==> src/rtl/pipeline_pkg.sv <==
// Shared pipeline constants, MEM-stage FSM encoding and the MEM/WB bundle.
package pipeline_pkg;

   localparam int XLEN       = 64;
   localparam int REG_ADDR_W = 5;

   // MEM-stage access FSM: IDLE accepts work, WAIT holds one outstanding access.
   typedef enum logic [0:0] {
      IDLE = 1'b0,
      WAIT = 1'b1
   } mem_state_e;

   localparam logic [0:0] ST_IDLE = 1'b0;
   localparam logic [0:0] ST_WAIT = 1'b1;

   // Everything the writeback stage needs from MEM.
   typedef struct packed {
      logic                  valid;
      logic [XLEN-1:0]       read_data;
      logic [XLEN-1:0]       alu_result;
      logic [REG_ADDR_W-1:0] write_reg;
      logic                  memtoreg;
      logic                  regwrite;
   } mem_wb_t;

   // Doubleword accesses must have the low three address bits clear.
   function automatic logic is_misaligned(input logic [XLEN-1:0] addr);
      return (addr[2:0] != 3'b000);
   endfunction

endpackage

==> src/rtl/mem_access_stage_if.sv <==
// Handshaked data-memory port: the MEM stage is master, the memory is slave.
interface mem_access_stage_if;
   import pipeline_pkg::*;

   logic            req;
   logic            we;
   logic [XLEN-1:0] addr;
   logic [XLEN-1:0] wdata;
   logic [XLEN-1:0] rdata;
   logic            ready;

   modport master (output req, output we, output addr, output wdata,
                   input rdata, input ready);
   modport slave  (input req, input we, input addr, input wdata,
                   output rdata, output ready);
endinterface

==> src/rtl/mem_wb_reg.sv <==
// MEM/WB pipeline register; a bubble clears the whole bundle.
module mem_wb_reg
   import pipeline_pkg::*;
(
   input  logic    clk,
   input  logic    rst,
   input  logic    load_bubble,
   input  mem_wb_t d,
   output mem_wb_t q
);

   // Capture the retiring instruction, or a bubble when nothing retires.
   always_ff @(posedge clk or negedge rst) begin
      if (!rst) begin
         q <= '0;
      end else if (load_bubble) begin
         q <= '0;
      end else begin
         q <= d;
      end
   end

endmodule

==> src/rtl/mem_access_stage.sv <==
// MEM stage: drives the data-memory handshake, stalls upstream while an
// access is outstanding, resolves branches and feeds the MEM/WB register.
module mem_access_stage
   import pipeline_pkg::*;
(
   input  logic                  clk,
   input  logic                  rst,
   input  logic                  in_valid,
   input  logic [XLEN-1:0]       pc_in,
   input  logic                  zero_in,
   input  logic [XLEN-1:0]       alu_result_in,
   input  logic [XLEN-1:0]       store_data_in,
   input  logic [REG_ADDR_W-1:0] write_reg_in,
   input  logic                  branch_in,
   input  logic                  memwrite_in,
   input  logic                  memread_in,
   input  logic                  memtoreg_in,
   input  logic                  regwrite_in,
   output logic                  stall_out,
   output logic                  pcsrc_out,
   output logic [XLEN-1:0]       branch_target_out,
   mem_access_stage_if.master    dmem,
   output logic                  misalign_err,
   output logic                  wb_valid,
   output logic [XLEN-1:0]       wb_read_data,
   output logic [XLEN-1:0]       wb_alu_result,
   output logic [REG_ADDR_W-1:0] wb_write_reg,
   output logic                  wb_memtoreg,
   output logic                  wb_regwrite
);

   logic [0:0]            state_r;
   logic [0:0]            state_nxt_s;
   logic [XLEN-1:0]       hold_addr_r;
   logic [XLEN-1:0]       hold_wdata_r;
   logic                  hold_we_r;
   logic [REG_ADDR_W-1:0] hold_wreg_r;
   logic                  hold_memtoreg_r;
   logic                  hold_regwrite_r;
   logic                  mem_op_s;
   logic                  misal_s;
   logic                  accept_s;
   logic                  stall_s;
   logic                  misalign_s;
   logic                  bubble_s;
   mem_wb_t               wb_d_s;
   mem_wb_t               wb_q_s;

   assign mem_op_s = in_valid & (memread_in | memwrite_in);
   assign misal_s  = is_misaligned(alu_result_in);
   assign accept_s = (state_r == ST_IDLE) & mem_op_s & ~misal_s;

   // Next-state, stall and MEM/WB input selection.
   always_comb begin
      state_nxt_s = state_r;
      stall_s     = 1'b0;
      misalign_s  = 1'b0;
      bubble_s    = 1'b1;
      wb_d_s      = '0;
      case (state_r)
         ST_IDLE: begin
            if (accept_s) begin
               state_nxt_s = ST_WAIT;
               stall_s     = 1'b1;
            end else if (mem_op_s) begin
               // Misaligned: retire without touching memory or the register file.
               misalign_s        = 1'b1;
               bubble_s          = 1'b0;
               wb_d_s.valid      = 1'b1;
               wb_d_s.alu_result = alu_result_in;
               wb_d_s.write_reg  = write_reg_in;
               wb_d_s.memtoreg   = memtoreg_in;
               wb_d_s.regwrite   = 1'b0;
            end else if (in_valid) begin
               bubble_s          = 1'b0;
               wb_d_s.valid      = 1'b1;
               wb_d_s.alu_result = alu_result_in;
               wb_d_s.write_reg  = write_reg_in;
               wb_d_s.memtoreg   = memtoreg_in;
               wb_d_s.regwrite   = regwrite_in;
            end else begin
               bubble_s = 1'b1;
            end
         end
         ST_WAIT: begin
            stall_s = ~dmem.ready;
            if (dmem.ready) begin
               state_nxt_s       = ST_IDLE;
               bubble_s          = 1'b0;
               wb_d_s.valid      = 1'b1;
               wb_d_s.read_data  = hold_we_r ? {XLEN{1'b0}} : dmem.rdata;
               wb_d_s.alu_result = hold_addr_r;
               wb_d_s.write_reg  = hold_wreg_r;
               wb_d_s.memtoreg   = hold_memtoreg_r;
               wb_d_s.regwrite   = hold_regwrite_r;
            end else begin
               bubble_s = 1'b1;
            end
         end
         default: begin
            state_nxt_s = ST_IDLE;
            bubble_s    = 1'b1;
         end
      endcase
   end

   // FSM state register; reset abandons any outstanding access.
   always_ff @(posedge clk or negedge rst) begin
      if (!rst) begin
         state_r <= ST_IDLE;
      end else begin
         state_r <= state_nxt_s;
      end
   end

   // Holding registers keep the request stable until the memory is ready.
   always_ff @(posedge clk or negedge rst) begin
      if (!rst) begin
         hold_addr_r     <= {XLEN{1'b0}};
         hold_wdata_r    <= {XLEN{1'b0}};
         hold_we_r       <= 1'b0;
         hold_wreg_r     <= {REG_ADDR_W{1'b0}};
         hold_memtoreg_r <= 1'b0;
         hold_regwrite_r <= 1'b0;
      end else if (accept_s) begin
         hold_addr_r     <= alu_result_in;
         hold_wdata_r    <= store_data_in;
         hold_we_r       <= memwrite_in;
         hold_wreg_r     <= write_reg_in;
         hold_memtoreg_r <= memtoreg_in;
         // A store never writes the register file, even if memread is also set.
         hold_regwrite_r <= regwrite_in & ~memwrite_in;
      end else begin
         hold_addr_r     <= hold_addr_r;
         hold_wdata_r    <= hold_wdata_r;
         hold_we_r       <= hold_we_r;
         hold_wreg_r     <= hold_wreg_r;
         hold_memtoreg_r <= hold_memtoreg_r;
         hold_regwrite_r <= hold_regwrite_r;
      end
   end

   mem_wb_reg u_mem_wb_reg (
      .clk         (clk),
      .rst         (rst),
      .load_bubble (bubble_s),
      .d           (wb_d_s),
      .q           (wb_q_s)
   );

   assign stall_out         = stall_s;
   assign misalign_err      = misalign_s;
   assign pcsrc_out         = in_valid & branch_in & zero_in & (state_r == ST_IDLE);
   assign branch_target_out = pc_in;

   assign dmem.req   = (state_r == ST_WAIT);
   assign dmem.we    = hold_we_r;
   assign dmem.addr  = hold_addr_r;
   assign dmem.wdata = hold_wdata_r;

   assign wb_valid      = wb_q_s.valid;
   assign wb_read_data  = wb_q_s.read_data;
   assign wb_alu_result = wb_q_s.alu_result;
   assign wb_write_reg  = wb_q_s.write_reg;
   assign wb_memtoreg   = wb_q_s.memtoreg;
   assign wb_regwrite   = wb_q_s.regwrite;

endmodule

==> src/flat_wrapper.sv <==
// flat-port wrapper written by rule: the top's interface ports become plain ports
module mem_access_stage_flat import pipeline_pkg::*;
  (clk, rst, in_valid, pc_in, zero_in, alu_result_in, store_data_in, write_reg_in, branch_in, memwrite_in, memread_in, memtoreg_in, regwrite_in, stall_out, pcsrc_out, branch_target_out, misalign_err, wb_valid, wb_read_data, wb_alu_result, wb_write_reg, wb_memtoreg, wb_regwrite, dmem_req, dmem_we, dmem_addr, dmem_wdata, dmem_rdata, dmem_ready);
  mem_access_stage_if dmem_i ();
  input  logic clk;
  input  logic rst;
  input  logic in_valid;
  input  logic [XLEN-1:0] pc_in;
  input  logic zero_in;
  input  logic [XLEN-1:0] alu_result_in;
  input  logic [XLEN-1:0] store_data_in;
  input  logic [REG_ADDR_W-1:0] write_reg_in;
  input  logic branch_in;
  input  logic memwrite_in;
  input  logic memread_in;
  input  logic memtoreg_in;
  input  logic regwrite_in;
  output logic stall_out;
  output logic pcsrc_out;
  output logic [XLEN-1:0] branch_target_out;
  output logic misalign_err;
  output logic wb_valid;
  output logic [XLEN-1:0] wb_read_data;
  output logic [XLEN-1:0] wb_alu_result;
  output logic [REG_ADDR_W-1:0] wb_write_reg;
  output logic wb_memtoreg;
  output logic wb_regwrite;
  output wire logic [$bits(dmem_i.req)-1:0] dmem_req;
  output wire logic [$bits(dmem_i.we)-1:0] dmem_we;
  output wire logic [$bits(dmem_i.addr)-1:0] dmem_addr;
  output wire logic [$bits(dmem_i.wdata)-1:0] dmem_wdata;
  input wire logic [$bits(dmem_i.rdata)-1:0] dmem_rdata;
  input wire logic [$bits(dmem_i.ready)-1:0] dmem_ready;
  assign dmem_req = dmem_i.req;
  assign dmem_we = dmem_i.we;
  assign dmem_addr = dmem_i.addr;
  assign dmem_wdata = dmem_i.wdata;
  assign dmem_i.rdata = dmem_rdata;
  assign dmem_i.ready = dmem_ready;
  mem_access_stage u_core (.clk(clk), .rst(rst), .in_valid(in_valid), .pc_in(pc_in), .zero_in(zero_in), .alu_result_in(alu_result_in), .store_data_in(store_data_in), .write_reg_in(write_reg_in), .branch_in(branch_in), .memwrite_in(memwrite_in), .memread_in(memread_in), .memtoreg_in(memtoreg_in), .regwrite_in(regwrite_in), .stall_out(stall_out), .pcsrc_out(pcsrc_out), .branch_target_out(branch_target_out), .dmem(dmem_i), .misalign_err(misalign_err), .wb_valid(wb_valid), .wb_read_data(wb_read_data), .wb_alu_result(wb_alu_result), .wb_write_reg(wb_write_reg), .wb_memtoreg(wb_memtoreg), .wb_regwrite(wb_regwrite));
endmodule
==> config.mk <==
export PLATFORM = sky130hd
export DESIGN_NAME = mem_access_stage_flat
export DESIGN_NICKNAME = d
export VERILOG_FILES = /design/src/rtl/pipeline_pkg.sv /design/src/rtl/mem_access_stage_if.sv /design/src/rtl/mem_wb_reg.sv /design/src/rtl/mem_access_stage.sv /design/src/flat_wrapper.sv
export SDC_FILE = /design/constraint.sdc
export NUM_CORES = 1
export LEC_CHECK = 0
export ABC_CLOCK_PERIOD_IN_PS = 1900
export CORE_AREA = 2 2 234 236
export CTS_CLUSTER_DIAMETER = 80
export DETAILED_ROUTE_END_ITERATION = 8
export DIE_AREA = 0 0 236 238
export GPL_TIMING_DRIVEN = 0
export PLACE_DENSITY = 0.48
export SLEW_MARGIN = 25
export SYNTH_ARGS = -nofsm -noshare
export SYNTH_HDL_FRONTEND = slang
export SYNTH_SLANG_ARGS = --single-unit
==> constraint.sdc <==
create_clock -name clk -period 1.9 [get_ports clk]
set_input_delay 0.285 -clock clk [delete_from_list [all_inputs] [get_ports clk]]
set_output_delay 0.285 -clock clk [all_outputs]
set_load 0.1 [all_outputs]
Word level (Yosys, flattened, before mapping). Index checks and enable logic that the tools add are counted.

Flip-flop bits (word level): 273. Input port bits: 271. Output and inout port bits: 333. Word-level logic and storage cells: 49.

Multiplexer cells: 23. Bitwise logic cells: 12. Reduce and logical (&&, ||, !) cells: 1.

Operators with widths (number): 2-to-1 mux 136 bit (2); 2-to-1 mux 71 bit (3); one-hot mux 71 bit (2 select lines) (1); 2-to-1 mux 64 bit (2); 2-to-1 mux 1 bit (11); one-hot mux 1 bit (2 select lines) (4); bitwise AND 1 bit (7); inverter 1 bit (4); nonzero test 3 bit (1); OR 1 bit (1).

Longest topological paths before layout.
Word-level depth: 7. Depth in mapped cells: 6. Mapped depth without buffers: 3.

By module. From an unflattened synthesis, not the netlist that was laid out.

Cell total of the unflattened synthesis: 811. Area total of the unflattened synthesis: 11162.0 um^2.

By module, submodules not included: mem_access_stage (instances 1, cells an instance 524, area an instance 6801.5 um^2, seq. area each 3428.3 um^2); mem_wb_reg (instances 1, cells an instance 287, area an instance 4360.4 um^2, seq. area each 3403.3 um^2).

Worst setup path before layout. OpenSTA, ideal clock, no wires.

Kind: flip-flop to output port. From: register u_core.state_r (netlist: u_core.dmem.req). To: output port misalign_err. Arrival: 3.321 ns. Data required time: 1.615 ns. Setup slack: -1.706 ns. Stages on the path, launching flop included: 3. Buffers on the path: 0. Cells stage by stage: dfrtp_1 nand2b_1 nor3b_1.

Word-level cells in the longest chain between the ends: 5.

Ends and longest elaborated chain: start, declared (RTL line mem_access_stage.sv:32) `logic [0:0] state_r;`; start signal, assigned (RTL line mem_access_stage.sv:112) `state_r <= state_nxt_s;`; inverter 1 bit (RTL line mem_access_stage.sv:51) `assign accept_s = (state_r == ST_IDLE) & mem_op_s & ~misal_s;`; bitwise AND 1 bit (2 in a row) (RTL line mem_access_stage.sv:51); 2-to-1 mux 1 bit (RTL line mem_access_stage.sv:62) `if (accept_s) begin`; 2-to-1 mux 1 bit (*) (RTL line mem_access_stage.sv:60) `case (state_r)`; end, declared (RTL line flat_wrapper.sv:21) `output logic misalign_err;`.

Every way passes the cells marked *; elsewhere a longest branch is shown, timed or not.

Worst setup path in the final report.
From: register u_core.state_r (netlist: u_core.dmem.req). To: output port stall_out.

Word-level cells in the longest chain between the ends: 5.

Ends and longest elaborated chain: inverter 1 bit (RTL line mem_access_stage.sv:51, mem_access_stage.sv:60); bitwise AND 1 bit (2 in a row) (RTL line mem_access_stage.sv:51); 2-to-1 mux 1 bit (RTL line mem_access_stage.sv:62); one-hot mux 1 bit (2 select lines) (*) (RTL line mem_access_stage.sv:60); end, declared (RTL line flat_wrapper.sv:18) `output logic stall_out;`.

Marks and branches as above.

==> results.sh <==
export IMPL_wirelength_mm=38.1
export IMPL_multiInputGateArea_um2=3160
export IMPL_layout_drive_gt1_share=0.449
export IMPL_violations="setup timing"
export IMPL_dieWidth_um=236
export IMPL_leakagePower_nw=8.33
export IMPL_synthTopCellsByArea="dfrtp_1, mux2_4, a22o_1"
export IMPL_swShare=0.451
export IMPL_dr_total_vias=7539
export IMPL_crit_fanout=3
export IMPL_fin_crit_sh=1.13
export IMPL_numPlacedInstances=1898
export IMPL_reg2reg_from="u_core.dmem.req$_DFF_PN0_"
export IMPL_p_comb_frac=0.431
export IMPL_min_to="u_core.u_mem_wb_reg.q[7]$_DFF_PN0_"
export IMPL_grt_pass1_wl_mm=55.5
export IMPL_synthesis_area_um2=10800
export IMPL_die_y_um=238
export IMPL_dp_hpwl_mm=27.9
export IMPL_grt_antenna_before_repair=3
export IMPL_synthesis_nets=931
export IMPL_initial_utilization=0.202
export IMPL_cpMostUsedCell="buf_12"
export IMPL_clockRootBuffer="clkbuf_16"
export IMPL_synth_largest_area_cell="dfrtp_1"
export IMPL_cts_buffers=36
export IMPL_fin_skew_ps=11.7
export IMPL_synthCells=660
export IMPL_worstSetupEndpointType="output port"
export IMPL_fin_area_um2=18800
export IMPL_instances_no_fill=1967
export IMPL_tns_ps=-628
export IMPL_clk_pin_slew_ps=60
export IMPL_whs_ps=207
export IMPL_antenna_left=0
export IMPL_max_freq_ghz=0.464
export IMPL_area_growth_pct=74.0
export IMPL_first_pass_iters=4
export IMPL_slowest_stage="dfrtp_4"
export IMPL_final_common_cell="dfrtp_1"
export IMPL_crit_type="reg -> out"
export IMPL_io_pins=604
export IMPL_slew_headroom=0.332
export IMPL_status="complete, but fails checks"
export IMPL_period_needed_ps=2150
export IMPL_rsz0062_at_grt="true"
export IMPL_hp_class="in -> reg"
export IMPL_peakVddDrop_v=0.000611
export IMPL_worstReg2RegEnd="u_core.dmem.wdata[60]$_DFFE_PN0P_"
export IMPL_regArea_um2=6840
export IMPL_arrival_ps=1870
export IMPL_intPower_mw=13.2
export IMPL_reg2reg_slack_ps=20
export IMPL_viasPerCell=3.83
export IMPL_netlist_area_leader_share=0.632
export IMPL_slowest_delay_ps=480
export IMPL_worst_pin_slew_ps=999
export IMPL_path_delay_family="flip-flops"
export IMPL_holdPathStages=2
export IMPL_p_switching_mw=10.8
export IMPL_yosysSeqAreaShare=0.632
export IMPL_core_um2=53500
export IMPL_setup_viol=3
export IMPL_portBuffers=539
export IMPL_cap_viol_max_count=0
export IMPL_grt_pass1_vias=8299
export IMPL_crit_required_ps=1620
export IMPL_clockPowerShare=0.269
export IMPL_cp_start_kind="flip-flop"
export IMPL_clock_latency_ps=520
export IMPL_drc_errors=0
export IMPL_path_buf_inv=3
export IMPL_rr_worst_depth=6
export IMPL_place_congestion=0.752
export IMPL_overflow=0
export IMPL_cts_sinks=273
export IMPL_hold_violations=0
export IMPL_layout_common_cells="dfrtp_1, clkdlybuf4s50_1, clkdlybuf4s15_2"
export IMPL_drt_iter0_drc=244
export IMPL_nFillCells=5256
export IMPL_clockBufferDepth=3
export IMPL_synth_area_per_cell_um2=16.4
export IMPL_worstPathCellList="nand2b_4 -> nor3_4 -> buf_12 -> buf_12 -> a21o_4 -> buf_12"
export IMPL_fin_nets=1521
export IMPL_drv_slew=0
export IMPL_p_seq_frac=0.299
export IMPL_grt_usage=0.132
export IMPL_place_area_um2=17200
export IMPL_grt_max_degree=84
export IMPL_finalWorstSetupSlack_ps=-254
export IMPL_num_rows=85
export IMPL_netlist_cell_type_count=24
export IMPL_yosysWarnings=0
export IMPL_pwr_density_cell_nw_per_um2=1280
export IMPL_cts_tree="built"
export IMPL_die_area_um2=56200
export IMPL_htree_levels=2
export IMPL_wire_per_inst_um=19.4
export IMPL_antennaDiodeCount=0
export IMPL_min_from="alu_result_in[0]"
export IMPL_ys_ff_latch=273
worst max path at each step:
stage / cells past startpoint / slack, ps / start / end
2_1_floorplan: 2 / -50 / u_core.dmem.req$_DFF_PN0_ / misalign_err
4_1_cts: 6 / -340 / u_core.dmem.req$_DFF_PN0_ / stall_out
5_1_grt: 6 / -340 / u_core.dmem.req$_DFF_PN0_ / stall_out
6_report: 6 / -250 / u_core.dmem.req$_DFF_PN0_ / stall_out
3_3_place_gp: 1 / -14110 / rst / u_core.dmem.req$_DFF_PN0_
3_5_place_dp: 7 / -1600 / alu_result_in[0] / stall_out
metal layers:
metal / routed length [um] / global-route usage / vias to the layer above
met5: 26 / 0 / -
li1: - / - / 3383
met3: 3140 / 0.0471 / 68
met1: 14700 / 0.151 / 3759
met2: 19200 / 0.227 / 325
met4: 1060 / 0.0459 / 4
layout make-up:
type,count,share of cell area
multi-input combinational,284,0.168
timing repair buffer,552,0.316
sequential,273,0.363
buffer,101,0.0479
clock buffer,48,0.0536
inverter,2,0.000399
clock inverter,11,0.00492
tap,696,0.0463
power by group through the flow:
stage | Sequential, mW | Clock [mW] | Combinational [mW]
after floorplan | 13.1 | 0 | 1.95
after global placement | 7.27 | 0 | 10.6
after detailed placement | 7.28 | 0 | 10.6
after CTS | 7.21 | 6.73 | 10.4
after global routing | 7.32 | 6.95 | 10.6
final | 7.20 | 6.47 | 10.4
timing repair:
| action | CTS | global route |
|---|---|---|
| hold buffers | 1 | 0 |
| gates cloned | 0 | 1 |
| buffers inserted | 8 | 2 |
| gates resized for setup | 839 | 14 |
| hold endpoints to repair | 42 | 0 |
| endpoints found under the setup margin | 386 | 200 |
| pin swaps | 2 | 2 |
sequential cells by signal, summed over array words and instances, names as in the netlist:
name	count
u_core.dmem.addr	64
u_core.dmem.req	1
u_core.dmem.wdata	64
u_core.dmem.we	1
u_core.hold_memtoreg_r	1
u_core.hold_regwrite_r	1
u_core.hold_wreg_r	5
u_core.u_mem_wb_reg.q	136
Yosys cell counts, drive strengths merged:
master  instances
o21a            1
nor2            1
nor2b           6
and2           65
inv             2
a22o           70
buf            85
a21o            1
nor3            1
nand2b          1
nor3b           1
and3            1
dfrtp         273
or2             1
mux2          133
or3             1
a32o            1
clkbuf         16
stage by stage:
| step | utilization | total power, mW | setup slack [ps] |
|---|---|---|---|
| final | 0.352 | 24.0 | -254 |
| after global routing | 0.352 | 24.9 | -341 |
| after CTS | 0.351 | 24.4 | -340 |
| after detailed placement | 0.321 | 17.9 | -1600 |
| after global placement | 0.320 | 17.9 | -14110 |
| after floorplan | - | 15.0 | -48.5 |
kinds of logic after synthesis:
logic type             after synthesis  synth area share
buffers and inverters              103            0.0799
AO/OA/AOI/OAI                       73            0.0591
multiplexers                       133             0.182
AND/OR/NAND/NOR                     78            0.0464
flip-flops                         273             0.632
Note: power is estimated with default switching activity, not from simulation.
